### config.mk
export PLATFORM = sky130hd
export DESIGN_NAME = pp_ball_ctrl_flat
export DESIGN_NICKNAME = d
export VERILOG_FILES = /design/src/rtl/pp_ball_ctrl_pkg.sv /design/src/rtl/pp_ball_ctrl_if.sv /design/src/rtl/pp_ball_ctrl_step_timer.sv /design/src/rtl/pp_ball_ctrl.sv /design/src/flat_wrapper.sv
export SDC_FILE = /design/constraint.sdc
export NUM_CORES = 1
export LEC_CHECK = 0
export CAP_MARGIN = 20
export CORE_ASPECT_RATIO = 1.5
export CORE_MARGIN = 3
export CORE_UTILIZATION = 63
export CTS_CLUSTER_DIAMETER = 120
export CTS_CLUSTER_SIZE = 30
export DETAILED_ROUTE_END_ITERATION = 8
export MAX_ROUTING_LAYER = met4
export PLACE_DENSITY = 0.82
export SYNTH_ARGS = -nofsm -noshare
export SYNTH_HDL_FRONTEND = slang
export SYNTH_SLANG_ARGS = --single-unit
export TNS_END_PERCENT = 10
### constraint.sdc
create_clock -name CLK -period 3.31 [get_ports CLK]
set_clock_uncertainty 0.05 [all_clocks]
set_input_delay 0.993 -clock CLK [delete_from_list [all_inputs] [get_ports CLK]]
set_output_delay 0.993 -clock CLK [all_outputs]
set_load 0.01 [all_outputs]
### src/rtl/pp_ball_ctrl_pkg.sv
// Shared types and constants for the ping-pong ball/score datapath.
package pp_pkg;

    // Game state codes as produced by the external state register.
    typedef enum logic [2:0] {
        ST_IDLE   = 3'b000,
        ST_RIGHT  = 3'b001,
        ST_LEFT   = 3'b010,
        ST_PTA    = 3'b011,
        ST_PTB    = 3'b100,
        ST_OVER   = 3'b101,
        ST_FRIGHT = 3'b110,
        ST_FLEFT  = 3'b111
    } pp_state_e;

    localparam logic [5:0] LED_A_END = 6'b000001;
    localparam logic [5:0] LED_B_END = 6'b100000;
    localparam logic [5:0] LED_OFF   = 6'b000000;
    localparam logic [5:0] LED_ALL   = 6'b111111;

    localparam logic [3:0] SCORE_MAX = 4'd9;

    // Ball travelling toward the bit5 (player B) end.
    function automatic logic is_right(pp_state_e s);
        return (s == ST_RIGHT) || (s == ST_FRIGHT);
    endfunction

    // Ball travelling toward the bit0 (player A) end.
    function automatic logic is_left(pp_state_e s);
        return (s == ST_LEFT) || (s == ST_FLEFT);
    endfunction

    // Fast states step at half the current period.
    function automatic logic is_fast(pp_state_e s);
        return (s == ST_FRIGHT) || (s == ST_FLEFT);
    endfunction

endpackage

### src/rtl/pp_ball_ctrl_if.sv
// Bus between the game state register/next-state logic and the ball datapath.
interface pp_ball_ctrl_if;

    logic [2:0] CS;
    logic [5:0] LED;
    logic [3:0] SCOREA;
    logic [3:0] SCOREB;

    // State-logic side: drives the state, observes ball and scores.
    modport master (output CS, input LED, SCOREA, SCOREB);
    // Datapath side: follows the state, owns ball and scores.
    modport slave (input CS, output LED, SCOREA, SCOREB);

endinterface

### src/rtl/pp_ball_ctrl_step_timer.sv
// Ball-step prescaler: counts 0..period-1 and pulses tick in the last cycle.
module pp_step_timer #(
    parameter int unsigned WIDTH = 25
) (
    input  logic             clk,
    input  logic             rst_n,
    input  logic [WIDTH-1:0] period,
    input  logic             clear,
    input  logic             enable,
    output logic             tick
);

    logic [WIDTH-1:0] count;

    // >= guards against the period shrinking below the running count.
    assign tick = enable && !clear && (count >= period - WIDTH'(1));

    // Count while enabled; clear, disable and wrap all return to zero.
    always_ff @(posedge clk or negedge rst_n) begin
        if (!rst_n) begin
            count <= '0;
        end else if (clear || !enable || tick) begin
            count <= '0;
        end else begin
            count <= count + WIDTH'(1);
        end
    end

endmodule

### src/rtl/pp_ball_ctrl.sv
// Ball position and BCD score datapath for the ping-pong game.
// Optional feature: define PP_SPEEDUP_EN to shorten the step period on each return.
module pp_ball_ctrl
    import pp_pkg::*;
#(
    parameter int unsigned STEP_DIV = 25000000
) (
    input logic           CLK,
    input logic           RST_N,
    pp_ball_ctrl_if.slave bus
);

    localparam int unsigned   PW     = $clog2(STEP_DIV + 1);
    localparam logic [PW-1:0] P_FULL = PW'(STEP_DIV);

    pp_state_e     cs;
    pp_state_e     prev_cs;
    logic          state_change;
    logic          timer_en;
    logic          tick;
    logic [PW-1:0] period_base;
    logic [PW-1:0] timer_period;
    logic [5:0]    led;
    logic [3:0]    score_a;
    logic [3:0]    score_b;

    assign cs           = pp_state_e'(bus.CS);
    assign state_change = (cs != prev_cs);
    assign timer_en     = is_right(cs) || is_left(cs) || (cs == ST_OVER);
    assign timer_period = is_fast(cs) ? (period_base >> 1) : period_base;

`ifdef PP_SPEEDUP_EN
    localparam logic [PW-1:0] P_DEC = PW'(STEP_DIV / 8);
    localparam logic [PW-1:0] P_MIN = PW'(STEP_DIV / 4);

    logic is_return;

    // A return flips the ball between the two direction groups.
    assign is_return = (is_right(prev_cs) && is_left(cs)) || (is_left(prev_cs) && is_right(cs));

    // Rally speeds up on each return down to a floor; a point restores full period.
    always_ff @(posedge CLK or negedge RST_N) begin
        if (!RST_N) begin
            period_base <= P_FULL;
        end else if (state_change && ((cs == ST_PTA) || (cs == ST_PTB))) begin
            period_base <= P_FULL;
        end else if (is_return) begin
            if (period_base >= P_MIN + P_DEC) begin
                period_base <= period_base - P_DEC;
            end else begin
                period_base <= P_MIN;
            end
        end
    end
`else
    assign period_base = P_FULL;
`endif

    // Any state change restarts the step count, so it overrides a coincident tick.
    pp_step_timer #(
        .WIDTH (PW)
    ) u_step_timer (
        .clk    (CLK),
        .rst_n  (RST_N),
        .period (timer_period),
        .clear  (state_change),
        .enable (timer_en),
        .tick   (tick)
    );

    // Ball position, scores and state-entry tracking.
    always_ff @(posedge CLK or negedge RST_N) begin
        if (!RST_N) begin
            prev_cs <= ST_IDLE;
            led     <= LED_OFF;
            score_a <= '0;
            score_b <= '0;
        end else begin
            prev_cs <= cs;
            case (cs)
                ST_RIGHT, ST_FRIGHT: begin
                    if (state_change) begin
                        if (prev_cs == ST_IDLE && cs == ST_RIGHT) begin
                            led <= LED_A_END;
                        end
                    end else if (tick && !led[5]) begin
                        led <= {led[4:0], 1'b0};
                    end
                end
                ST_LEFT, ST_FLEFT: begin
                    if (state_change) begin
                        if (prev_cs == ST_IDLE && cs == ST_LEFT) begin
                            led <= LED_B_END;
                        end
                    end else if (tick && !led[0]) begin
                        led <= {1'b0, led[5:1]};
                    end
                end
                ST_PTA: begin
                    led <= LED_OFF;
                    if (state_change && score_a != SCORE_MAX) begin
                        score_a <= score_a + 4'd1;
                    end
                end
                ST_PTB: begin
                    led <= LED_OFF;
                    if (state_change && score_b != SCORE_MAX) begin
                        score_b <= score_b + 4'd1;
                    end
                end
                ST_OVER: begin
                    if (state_change) begin
                        led <= LED_ALL;
                    end else if (tick) begin
                        led <= ~led;
                    end
                end
                default: begin
                    led <= LED_OFF;
                end
            endcase
        end
    end

    assign bus.LED    = led;
    assign bus.SCOREA = score_a;
    assign bus.SCOREB = score_b;

endmodule
### src/flat_wrapper.sv
// flat-port wrapper written by rule: the top's interface ports become plain ports
module pp_ball_ctrl_flat import pp_pkg::*;
#(
    parameter int unsigned STEP_DIV = 25000000
)
  (CLK, RST_N, bus_CS, bus_LED, bus_SCOREA, bus_SCOREB);
  pp_ball_ctrl_if bus_i ();
  input logic CLK;
  input logic RST_N;
  input wire logic [$bits(bus_i.CS)-1:0] bus_CS;
  output wire logic [$bits(bus_i.LED)-1:0] bus_LED;
  output wire logic [$bits(bus_i.SCOREA)-1:0] bus_SCOREA;
  output wire logic [$bits(bus_i.SCOREB)-1:0] bus_SCOREB;
  assign bus_i.CS = bus_CS;
  assign bus_LED = bus_i.LED;
  assign bus_SCOREA = bus_i.SCOREA;
  assign bus_SCOREB = bus_i.SCOREB;
  pp_ball_ctrl #(.STEP_DIV(STEP_DIV)) u_core (.CLK(CLK), .RST_N(RST_N), .bus(bus_i));
endmodule
==> flow_summary_export.csv, run 1 <==
group,metric,value,unit
pwr,p_sw_frac,0.295,
die,die_y,83.8,µm
logic_synthesis,synth_area,2540,µm²
clocking,cts_sinks,42,
logic_synthesis,seq_area_frac_synth,0.413,
pwr,cellPowerDensity,479,nW/µm²
detailed_routing,vias,2127,
die,dieArea,4850,µm²
clocking,cts_tree,"built",
pwr,power.total,1.41,mW
timing,rsz0062_at_grt,"no",
placed_design,dp_slack,-0.151,ns
placed_design,place_inst,336,
timing,slew_viol_final,0,
final_layout,fin_util,0.780,
final_layout,area_growth,16.0,%
placed_design,place_area,2840,µm²
pwr,power.leakage,1.26,nW
pwr,pwr-share-seq,0.469,
detailed_routing,postRouteAntennaNets,0,
timing,maxSlewHeadroom,0.401,
status,status,"complete, no violations",
grt,antenna_found_initial,0,
clocking,cts_buffers,5,
logic_synthesis,synth_top_area_frac,0.413,
clocking,insertion_delay,0.30,ns
pwr,combPwrFrac,0.249,
final_layout,nFillCells,273,
final_layout,diodes,0,
grt,grt_pass1_vias,2095,
logic_synthesis,yosys-top-cells-count,"dfrtp_1 (42), nor2_1 (38), nand2_1 (21), xor2_1 (16), xnor2_1 (15)",
clocking,clk_pin_slew,0.08,ns
final_layout,nets,315,
pwr,intPower,997,µW
pwr,switchingPower,417,µW
logic_synthesis,ys.warnings.count,0,
detailed_routing,drtPass1Iterations,4,
detailed_routing,drt_iter0_markers,109,
logic_synthesis,synth_edf_count,0,
timing,clock.fmax,321,MHz
logic_synthesis,synth_area_leaders,"dfrtp_1 (41%), nor2_1 (5.6%), xor2_1 (5.5%)",
die,io_pins,19,
die,initial_core_util,0.672,
timing,min_period,3.11,ns
grt,grt_pass1_wl,9.29,mm
logic_synthesis,synth_nets,288,
logic_synthesis,yosysTopAreaCell,"dfrtp_1",
detailed_routing,routedWlPerCell,15.5,µm
worst_setup_path,path_class,"in -> reg",
logic_synthesis,avgSynthCellArea,9.32,µm²
detailed_routing,wl,5.35,mm
worst_setup_path,end_kind,"register",
grt,grt_overflow,0,
placed_design,hpwlAfterDp,3.75,mm
logic_synthesis,synthFlopType,"dfrtp_1",
timing,period_share,0.940,
timing,finalHoldViolCount,0,
final_layout,final_area,2950,µm²
die,core,3780,µm²
clocking,h-tree-depth,2,
clocking,cts.path.max_buffers,2,
grt,grt_max_degree,43,
worst_setup_path,path_max_fanout,5,
grt,gr-usage-all-layers,0.250,
timing,fin_setup_tns,0,ns
final_layout,drive_above_1_share,0.0997,
logic_synthesis,synth.most_common_cell,"dfrtp_1",
timing,tightest_slew,0.899,ns
pwr,p_clk_frac,0.282,
pwr,peakVddDrop,499,µV
clocking,root_buffer,"clkbuf_8",
die,die_w,57.9,µm
timing,setup-violations-final,0,
job,drv_cap,0,
clocking,postCtsSetupBuffers,0,
detailed_routing,drc,0,
detailed_routing,viasPerCell,6.18,
worst_setup_path,cp-start-kind,"input pin",
placed_design,io_buffers,18,
worst_setup_path,arrival,3.23,ns
timing,worst_slack,0.198,ns
timing,fin_hold_ws,0.449,ns
placed_design,globalplace.congestion,0.874,
logic_synthesis,synth_seq_cells,42,
logic_synthesis,synthArstFlopShare,1.00,
worst_setup_path,worstPathRequired,3.43,ns
logic_synthesis,synthDistinctLibCells,50,
logic_synthesis,netlist_instances,273,
die,rows,27,
final_layout,layout.cells.non_filler,344,
worst_hold_path,min_path_type,"reg -> reg",
## path summary, 6_finish.rpt
check,start,slack (ns),end,cells past startpoint
worst min-delay path,u_core.bus.SCOREB[3],0.45,u_core.bus.SCOREB[3],1
max in group asynchronous,RST_N,1.87,u_core.bus.LED[4],1
worst max register to register,u_core.u_step_timer.count[9],1.04,u_core.bus.LED[3],6
min in group asynchronous,RST_N,0.76,u_core.bus.SCOREB[0],1
worst max-delay path,bus_CS[1],0.20,u_core.bus.LED[3],10
worst min register to register,u_core.bus.SCOREB[3],0.45,u_core.bus.SCOREB[3],1
## kinds of logic (layout without fill, tap and decap cells)
family | count (synthesis) | count (layout) | share of synthesized area
multiplexers | 10 | 10 | 0.0423
AO/OA/AOI/OAI | 48 | 48 | 0.127
XOR/XNOR | 31 | 31 | 0.107
adder cells (fa/ha/maj) | 11 | 11 | 0.0531
flip-flops | 42 | 42 | 0.413
AND/OR/NAND/NOR | 109 | 109 | 0.221
buffers and inverters | 22 | 50 | 0.0364
## power groups by stage
stage,clock network [mW],logic (mW),registers (mW)
after floorplan,0,0.151,0.683
after global placement,0,0.342,0.670
after detailed placement,0,0.355,0.674
after CTS,0.407,0.356,0.664
after global routing,0.428,0.387,0.678
final,0.399,0.352,0.663
## cell usage in the layout (no fill, tap or decap), types with 5 or more instances in the layout
cell type         n
dfrtp_1          42
nor2_1           38
nand2_1          21
clkdlybuf4s50_1  17
xor2_1           16
xnor2_1          15
nand3_1          14
a21oi_1          14
buf_4            13
inv_1            10
o21ai_0          10
ha_1             10
nand4_1           9
and3_1            5
clkbuf_8          5
## critical path, stage by stage
cell             delay [ns]
clkdlybuf4s50_1        0.42
nand2_1                0.11
inv_1                  0.11
ha_1                   0.21
maj3_1                 0.34
a221oi_2               0.28
buf_4                  0.16
nand4_4                0.12
nand2_4                0.13
mux2_1                 0.34
## repair_timing
action / in CTS / in global routing
endpoints found under the setup margin: 0 / 4
resized for setup: 0 / 1
hold buffers: 0 / 0
## per-layer routing
metal,global-route usage,vias to the layer above,part of all wire
met5,-,-,0
met4,0.0970,0,0.022
met3,0.0387,14,0.031
met2,0.447,56,0.56
met1,0.268,1036,0.39
li1,-,1021,-
## registers in the layout, summed over array words and instances, names as in the netlist
name and cells:
u_core.u_step_timer.count 25, u_core.bus.LED 6, u_core.bus.SCOREA 4, u_core.bus.SCOREB 4, u_core.prev_cs 3
## area by class of cell
class	instances	area, µm²	share of cell area
inverters	10	37.5	0.0127
flip-flops and latches	42	1050	0.356
well taps	43	53.8	0.0182
clock buffers	6	72.6	0.0246
clock inverters	2	37.5	0.0127
multi-input cells	209	1410	0.476
repair buffers	32	293	0.0992
Power figures use the tool's default switching activity.
==> run 2: changes to the inputs <==
--- a/config.mk
+++ b/config.mk
@@ -6,14 +6,17 @@
 export NUM_CORES = 1
 export LEC_CHECK = 0
 export CAP_MARGIN = 20
+export CELL_PAD_IN_SITES_DETAIL_PLACEMENT = 1
+export CELL_PAD_IN_SITES_GLOBAL_PLACEMENT = 2
 export CORE_ASPECT_RATIO = 1.5
 export CORE_MARGIN = 3
-export CORE_UTILIZATION = 63
+export CORE_UTILIZATION = 40
 export CTS_CLUSTER_DIAMETER = 120
 export CTS_CLUSTER_SIZE = 30
 export DETAILED_ROUTE_END_ITERATION = 8
 export MAX_ROUTING_LAYER = met4
 export PLACE_DENSITY = 0.82
+export SLEW_MARGIN = 5
 export SYNTH_ARGS = -nofsm -noshare
 export SYNTH_HDL_FRONTEND = slang
 export SYNTH_SLANG_ARGS = --single-unit
==> run 2 against run 1 <==
  * Clock-buffer cell count did not move
  * Worst hold slack improved by 0.0032 ns
  * Global-route usage fell by 6.6 points
  * Cell count rose by 9.0%
  * Utilization fell by 30 points
  * Sequential power barely moved
  * Non-clock buffer count did not move
  * Via count fell by 0.61%
  * Total power fell by 3.2%
==> flow_summary_export.csv, run 2 (synthesized netlist as in run 1, its figures left out) <==
group,metric,value,unit
status,status,"complete, no violations",
final_layout,layout.cells.non_filler,375,
timing,rsz0062_at_grt,"no",
grt,grt_pass1_vias,2254,
detailed_routing,routedWlPerCell,16.2,µm
worst_setup_path,cpMaxStageDelayCell,"clkdlybuf4s50_1",
final_layout,multi_input_area,1410,µm²
detailed_routing,drt_iter0_markers,104,
worst_setup_path,worstPathCellList,"clkdlybuf4s50_1 > nand2_1 > inv_1 > ha_1 > maj3_1 > a221oi_2 > buf_4 > nand4_4 > nand2_4 > mux2_1",
timing,clock.fmax,321,MHz
clocking,postCtsSetupBuffers,0,
grt,grt_pass1_wl,10.7,mm
worst_setup_path,r2r_slack,0.91,ns
final_layout,area_growth,17.0,%
placed_design,place_area,2870,µm²
worst_setup_path,path_max_fanout,5,
job,drv_cap,0,
placed_design,globalplace.congestion,0.799,
pwr,power.leakage,1.26,nW
worst_hold_path,hold_start,"u_core.bus.SCOREA[3]",
worst_hold_path,hold_end,"u_core.bus.SCOREA[3]",
placed_design,hpwlAfterDp,4.48,mm
detailed_routing,viasPerCell,5.64,
timing,slew_viol_final,0,
worst_setup_path,reg2regPathDepth,7,
placed_design,place_inst,367,
die,die_w,71.1,µm
detailed_routing,drc,0,
timing,maxSlewHeadroom,0.381,
final_layout,nFillCells,712,
timing,fin_setup_tns,0,ns
worst_setup_path,end_kind,"register",
clocking,cts.path.max_buffers,2,
worst_setup_path,cp-start-kind,"input pin",
pwr,power.total,1.37,mW
clocking,cts_tree,"built",
worst_setup_path,cp-startpoint,"bus_CS[2]",
placed_design,dp_slack,-0.142,ns
timing,min_period,3.11,ns
die,die_y,104,µm
timing,finalHoldViolCount,0,
worst_setup_path,cp_top_family,"buffers and inverters",
grt,grt_overflow,0,
clocking,h-tree-depth,2,
final_layout,final_common_cell,"dfrtp_1",
clocking,cts_buffers,5,
worst_setup_path,slowest_delay,0.45,ns
clocking,cts_resized,0,
detailed_routing,vias,2114,
worst_hold_path,min_path_type,"reg -> reg",
placed_design,io_buffers,18,
timing,setup-violations-final,0,
pwr,p_clk_frac,0.255,
final_layout,nets,315,
worst_setup_path,path_class,"in -> reg",
pwr,peakVddDrop,222,µV
timing,tightest_slew,0.929,ns
worst_setup_path,worst-path-buf-inv,3,
pwr,p_sw_frac,0.313,
die,dieArea,7370,µm²
worst_setup_path,r2r-end,"u_core.u_step_timer.count[20]",
pwr,intPower,941,µW
final_layout,layout_common_cells,"dfrtp_1 (42), nor2_1 (38), nand2_1 (21), clkdlybuf4s50_1 (17), xor2_1 (16)",
final_layout,fin_util,0.482,
die,rows,35,
grt,grt_max_degree,43,
die,io_pins,19,
final_layout,final_area,2980,µm²
worst_setup_path,worstReg2RegStart,"u_core.u_step_timer.count[0]",
clocking,cts_sinks,42,
pwr,combPwrFrac,0.259,
clocking,root_buffer,"clkbuf_8",
detailed_routing,postRouteAntennaNets,0,
timing,fin_hold_ws,0.452,ns
worst_hold_path,holdPathStages,1,
grt,antenna_found_initial,0,
die,core,6170,µm²
pwr,pwr-share-seq,0.486,
die,initial_core_util,0.412,
detailed_routing,wl,6.07,mm
pwr,switchingPower,428,µW
worst_setup_path,worstPathRequired,3.43,ns
final_layout,largest_register_ffs,25,
final_layout,regMostFlops,"u_core.u_step_timer.count",
clocking,insertion_delay,0.29,ns
final_layout,register_area,1050,µm²
pwr,cellPowerDensity,460,nW/µm²
grt,gr-usage-all-layers,0.184,
timing,period_share,0.941,
timing,worst_slack,0.195,ns
worst_setup_path,arrival,3.23,ns
final_layout,drive_above_1_share,0.103,
final_layout,diodes,0,
clocking,clk_pin_slew,0.09,ns
clocking,postCtsHoldBufs,0,
detailed_routing,drtPass1Iterations,4,
-- run 2: cell type report --
type,count,share of cell area
sequential,42,0.353
clock inverter,2,0.00421
multi-input combinational,209,0.473
inverter,10,0.0126
timing repair buffer,32,0.0984
clock buffer,6,0.0278
tap,74,0.0311
-- run 2: how the worst max path moves through the flow --
stage,cells after the start,slack (ns),end
floorplan,9,0.22,u_core.bus.LED[2]
global placement,10,-0.06,u_core.bus.LED[5]
detailed placement,10,-0.14,u_core.bus.LED[5]
CTS,10,0.17,u_core.bus.LED[5]
global route,12,0.03,u_core.bus.LED[1]
finish,10,0.20,u_core.bus.LED[5]
-- run 2: power by group through the flow --
stage / combinational [mW] / clock, mW / sequential, mW
floorplan: 0.151 / 0 / 0.683
global placement: 0.351 / 0 / 0.673
detailed placement: 0.362 / 0 / 0.676
CTS: 0.363 / 0.365 / 0.666
global route: 0.394 / 0.386 / 0.677
finish: 0.355 / 0.349 / 0.665
-- run 2: routing by layer --
layer / track usage / vias to the layer above / wire, µm
met1: 0.202 / 1070 / 2420
li1: - / 1018 / -
met4: 0.0618 / 0 / 104
met2: 0.335 / 19 / 3430
met5: - / - / 0
met3: 0.0233 / 7 / 110
